--- src/rtl/fifo_pkg.sv ---
// Shared types and defaults for the FIFO write-side arbiter.
package fifo_pkg;

  typedef enum logic [1:0] {
    IDLE = 2'd0,
    OWN0 = 2'd1,
    OWN1 = 2'd2
  } arb_state_t;

  localparam int DEF_WIDTH = 8;
  localparam int DEF_BURST = 2;
  localparam int CNT_W     = 4;

endpackage

--- src/rtl/fifo_write_arbiter.sv ---
// Round-robin, burst-limited sharing of one FIFO write port between two producers.
// Handshake: a word moves on any cycle where the owner's req is high and fifoFull is low.
module fifo_write_arbiter
  import fifo_pkg::*;
#(
  parameter int WIDTH = DEF_WIDTH,
  parameter int BURST = DEF_BURST
) (
  input  logic             clk,
  input  logic             reset,
  input  logic             req0,
  input  logic [WIDTH-1:0] dataIn0,
  input  logic             req1,
  input  logic [WIDTH-1:0] dataIn1,
  output logic             gnt0,
  output logic             gnt1,
  output logic             accept0,
  output logic             accept1,
  input  logic             fifoFull,
  output logic             fifoWrite,
  output logic [WIDTH-1:0] fifoDataIn
);

  localparam logic [CNT_W-1:0] LAST = CNT_W'(BURST - 1);

  arb_state_t       state, state_n;
  logic [CNT_W-1:0] cnt, cnt_n;
  logic             ptr, ptr_n;

  logic             own_req, oth_req, own_acc, oth_id;
  arb_state_t       oth_state;

  assign gnt0 = (state == OWN0);
  assign gnt1 = (state == OWN1);

  // The reset cycle never writes, even if an owner is mid-burst.
  assign accept0    = gnt0 & req0 & ~fifoFull & ~reset;
  assign accept1    = gnt1 & req1 & ~fifoFull & ~reset;
  assign fifoWrite  = accept0 | accept1;
  assign fifoDataIn = gnt1 ? dataIn1 : dataIn0;

  always_ff @(posedge clk) begin
    if (reset) begin
      state <= IDLE;
      cnt   <= '0;
      ptr   <= 1'b0;
    end else begin
      state <= state_n;
      cnt   <= cnt_n;
      ptr   <= ptr_n;
    end
  end

  always_comb begin
    state_n   = state;
    cnt_n     = cnt;
    ptr_n     = ptr;
    own_req   = gnt1 ? req1 : req0;
    oth_req   = gnt1 ? req0 : req1;
    own_acc   = accept0 | accept1;
    oth_state = gnt1 ? OWN0 : OWN1;
    oth_id    = gnt0;
    case (state)
      IDLE: begin
        if (req0 && req1)  state_n = ptr ? OWN1 : OWN0;
        else if (req0)     state_n = OWN0;
        else if (req1)     state_n = OWN1;
      end
      OWN0, OWN1: begin
        if (!own_req) begin
          state_n = oth_req ? oth_state : IDLE;
          ptr_n   = oth_id;
          cnt_n   = '0;
        end else if (own_acc) begin
          if (cnt == LAST) begin
            // Burst limit only forces a handover when someone is waiting.
            cnt_n = '0;
            if (oth_req) begin
              state_n = oth_state;
              ptr_n   = oth_id;
            end
          end else begin
            cnt_n = cnt + CNT_W'(1);
          end
        end
      end
      default: begin
        state_n = IDLE;
        cnt_n   = '0;
      end
    endcase
  end

endmodule

--- config.mk ---
export PLATFORM = sky130hd
export DESIGN_NAME = fifo_write_arbiter
export DESIGN_NICKNAME = d
export VERILOG_FILES = /design/src/rtl/fifo_pkg.sv /design/src/rtl/fifo_write_arbiter.sv
export SDC_FILE = /design/constraint.sdc
export NUM_CORES = 1
export LEC_CHECK = 0
export ABC_AREA = 0
export CAP_MARGIN = 25
export CORE_MARGIN = 2
export CORE_UTILIZATION = 40
export CTS_CLUSTER_DIAMETER = 100
export DETAILED_ROUTE_END_ITERATION = 10
export PLACE_DENSITY_LB_ADDON = 0.25
export SLEW_MARGIN = 25
export SYNTH_ARGS = -nofsm -noshare
export SYNTH_HDL_FRONTEND = slang
export SYNTH_SLANG_ARGS = --single-unit
--- constraint.sdc ---
create_clock -name clk -period 5.55 [get_ports clk]
set_clock_uncertainty 0.15 [all_clocks]
set_input_delay 0.8325 -clock clk [delete_from_list [all_inputs] [get_ports clk]]
set_output_delay 0.8325 -clock clk [all_outputs]
set_load 0.005 [all_outputs]
Word-level counts from Yosys, hierarchy flattened
Index checks and enable logic that the tools add are counted.
Operators by class
  add/subtract/negate cells: 1
  multipliers: 0
  divide/modulo/power cells: 0
  order comparisons: 0
  eq/ne operators: 10
  shift-type cells: 0
  muxes and demuxes: 22
  bitwise logic cells: 10
  reduce and logical (&&, ||, !) cells: 6
Operator list (count)
  $mux 2: 10
  $mux 4: 3
  $ne 3x3->1 const B: 3
  $mux 8: 1
  $pmux 4 s2: 1
  $reduce_and 4->1: 2
  $and 1x1->1: 6
  $mux 1: 6
  $add 4x1->4 const B: 1
  $eq 4x1->1 const B: 1
  $ne 2x1->1 const B: 2
  $ne 4x4->1 const B: 1
  $pmux 2 s2: 1
  $not 1->1: 3
  $eq 2x1->1 const B: 1
  $eq 2x2->1 const B: 1
  $logic_not 2->1: 1
  $ne 2x2->1 const B: 1
  $reduce_and 2->1: 1
  $reduce_or 2->1: 1
  $logic_and 1x1->1: 1
  $or 1x1->1: 1
Storage, ports and cells
  register bits after elaboration: 7
  bits in latches: 0
  memory bits (writable): 0
  memory bits (read-only): 0
  input bits: 21
  output and inout port bits: 13
  word-level logic and storage cells: 52
  memories: 0

Longest topological paths before layout
  depth in word-level cells: 8
  gate-level depth with buffers: 8
  depth with buffers taken out: 6

Worst setup path before layout
No wires, ideal clock.
  path kind: in2out
  start point: input req0
  end point: output fifoWrite
  arrival: 1421 ps
  slack: 3147 ps
  cell stages on the path: 3
  path buffers: 1
  path through: buf_2 a22o_1 and2_1
Between the ends
  cells in the longest elaborated chain, start to end: 4
RTL lines
  start: declaration: line fifo_write_arbiter.sv:11  | input logic req0,
  $and 1x1->1 (3 in a row): line fifo_write_arbiter.sv:37  | assign accept0 = gnt0 & req0 & ~fifoFull & ~reset;
  $or 1x1->1: line fifo_write_arbiter.sv:39  | assign fifoWrite = accept0 | accept1;
  end: declaration: line fifo_write_arbiter.sv:20  | output logic fifoWrite,
Every way passes these cells.

Worst setup path after layout
Ends and elaborated chain as after synthesis.

==> results.toml <==
[outcome]
status = "finished, final reports clean"

[clocking]
post_cts_buffers = 0
post_cts.resized_instances = 0
clock_sinks = 7
htreeDepth = 1
clk_latency_ns = 0.26
cts_buffers = 3
postCtsHoldBufs = 0
clk_pin_slew_worst_paths_ns = 0.06
clock_path_buffers = 2
root_buffer = "clkbuf_4"
tritoncts = "yes"

[global_routing]
grt_max_degree = 18
grt_pass1_vias = 707
grt_use_total = 0.207
overflow = 0
grt_pass1_wl_mm = 3.15
grt_antenna_before_repair = 0

[cells_and_area]
diodes = 0
design_area_sq_mm = 0.00108
fin_util = 0.632
fillers = 145
final_nets = 143
drive_gt1_frac = 0.148
synthToLayoutAreaGrowth_pct = 50.6

[drt]
drt-initial-drc-count = 22
firstDrtPassIters = 4
vias = 725
wl_per_cell_um = 14.0
drc = 0
viasPerCell = 5.18
drt-total-wl_mm = 1.96
final_antenna_net_count = 0

[logic_synthesis]
synth_adder_area_share = 0.105
netlist_instances = 83
synth_fp_nets = 110
yosys_warnings = 0
synth_edf_count = 0
synthTopCellsByArea = "dfxtp_1 20%, mux2_2 14%, ha_1 10%"
synthMuxAreaShare = 0.188
synth-seq-cells = 7
ys_types = 36
synth_xor_area_frac = 0
synth_most_common_cell = "mux2_2"
synth_commonest_cells = "9 x mux2_2, 7 x dfxtp_1, 7 x inv_1"
ys_seq_area_frac = 0.195
yosysTopAreaCellShare = 0.195
ys_async_sr_fraction = 0
avgSynthCellArea_sq_um = 8.64
synth_top_family_by_area = "simple AND/OR/NAND/NOR gates"
synthSimpleGateAreaFrac = 0.223
synth_largest_area_cell = "dfxtp_1"
synth_area_sq_um = 717
synthFlopType = "dfxtp_1"
synth_compound_area_frac = 0.216

[sta]
timing.setup.tns_ns = 0
drv_slew = 0
timing.slew.headroom = 0.562
min_period_over_period = 0.610
finalHoldViolations = 0
rsz0062_at_grt = "false"
max_freq_ghz = 0.296
min_period_ns = 3.38
setup_viol = 0
worst_slew_pin_slew_ns = 0.657

[worst_setup_path]
regToRegSetupSlack_ns = 3.23
cp-start-kind = "input port"
worstSetupPathType = "input port to output pin"
cp_max_fo = 10
arrival_ns = 2.40
reg2reg_to = "cnt[3]$_SDFFE_PP0P_"
crit_path_end_kind = "output pin"
cp_data_required_time_ns = 4.57
regToRegStartpoint = "state[0]$_SDFFE_PP0P_"
ff2ff_path_depth = 6

[pwr]
p_sw_frac = 0.409
seqPwrFrac = 0.195
p_clk_frac = 0.142
leakage_nw = 0.406
combPwrFrac = 0.663
ir_drop_v = 0.000268
p_int_w = 0.000199
power_density_mw_per_mm2 = 312
p_sw_w = 0.000138

[placement]
globalplace.congestion = 0.835
place_area_sq_mm = 0.00105
dp_hpwl_mm = 1.56
port_buffers = 33

[hold_path]
holdPathStages = 2
whs_endpoint = "cnt[2]$_SDFFE_PP0P_"
hold_path_startpoint = "cnt[2]$_SDFFE_PP0P_"
hp-class = "register to register"

[die]
die_width_um = 46.3
row_count = 15
coreArea_sq_mm = 0.00171
die_h_um = 46.3
initial_core_util = 0.420
die_area_sq_mm = 0.00215
io_pins = 34

[flow_run]
maxCapViolations = 0
## layout by cell type, fill, tap and decap left out, types with 2 or more instances in the layout
cell type        count
inv_1                7
nor2_1               2
a21oi_1              4
nand4b_1             2
and3_1               3
clkdlybuf4s50_1     33
a31oi_1              2
nand3_1              2
mux2i_1              2
a22oi_1              2
mux2_2               9
a211oi_1             2
nand2_1              6
o21ai_0              3
nor3_1               2
clkbuf_4             3
ha_1                 6
dfxtp_1              7
## worst max-delay path, cell delays in order
cell	delay [ns]
clkdlybuf4s50_1	0.67
a22o_1	0.27
and2_1	0.14
clkdlybuf4s50_1	0.49
## flip-flops by register name (all words and copies together), names as in the netlist
signal,count
cnt,4
state,2
ptr,1
## worst max path at each step
stage / depth (start not counted) / end / slack [ns] / startpoint
floorplan: 3 / fifoWrite / 3.15 / req0
global placement: 4 / fifoWrite / 2.20 / req0
detailed placement: 4 / fifoWrite / 2.17 / req0
CTS: 4 / fifoWrite / 2.17 / req0
global route: 4 / accept0 / 2.09 / reset
finish: 4 / fifoWrite / 2.17 / req0
## power by group through the flow
| stage | Sequential (W) | Clock, W | Combinational, W |
|---|---|---|---|
| 2_1_floorplan | 0.0000647 | 0 | 0.000147 |
| 3_3_place_gp | 0.0000657 | 0 | 0.000217 |
| 3_5_place_dp | 0.0000670 | 0 | 0.000221 |
| 4_1_cts | 0.0000659 | 0.0000505 | 0.000222 |
| 5_1_grt | 0.0000675 | 0.0000524 | 0.000242 |
| 6_report | 0.0000657 | 0.0000478 | 0.000223 |
## cell type report
cell class / instances / area [sq um] / area share
Tap cell: 25 / 31.3 / 0.0290
Timing Repair Buffer: 33 / 330 / 0.306
Multi-Input combinational cell: 64 / 526 / 0.487
Sequential cell: 7 / 140 / 0.130
Clock buffer: 4 / 26.3 / 0.0243
Inverter: 7 / 26.3 / 0.0243
## per-layer routing
metal,global-route usage,wire length [um],vias up
met1,0.256,872,332
met3,0.0588,58,2
met2,0.358,1020,14
li1,-,-,377
met5,0,0,-
met4,0.0343,8,0
## logic make-up after synthesis
family,count (synthesis)
AND/OR/NAND/NOR,25
AO/OA/AOI/OAI,21
adder cells (fa/ha/maj),6
flip-flops,7
multiplexers,12
buffers and inverters,12
## per-stage QoR
| step | hold slack [ns] | power, W | instances | setup slack (ns) |
|---|---|---|---|---|
| detailed placement | 0.348 | 0.000288 | 136 | 2.17 |
| global placement | 0.337 | 0.000283 | 136 | 2.20 |
| finish | 0.358 | 0.000337 | 140 | 2.17 |
| global route | 0.382 | 0.000362 | 140 | 2.09 |
| CTS | 0.357 | 0.000339 | 140 | 2.17 |
| floorplan | 0.317 | 0.000211 | 83 | 3.15 |
Power figures use the tool's default switching activity.
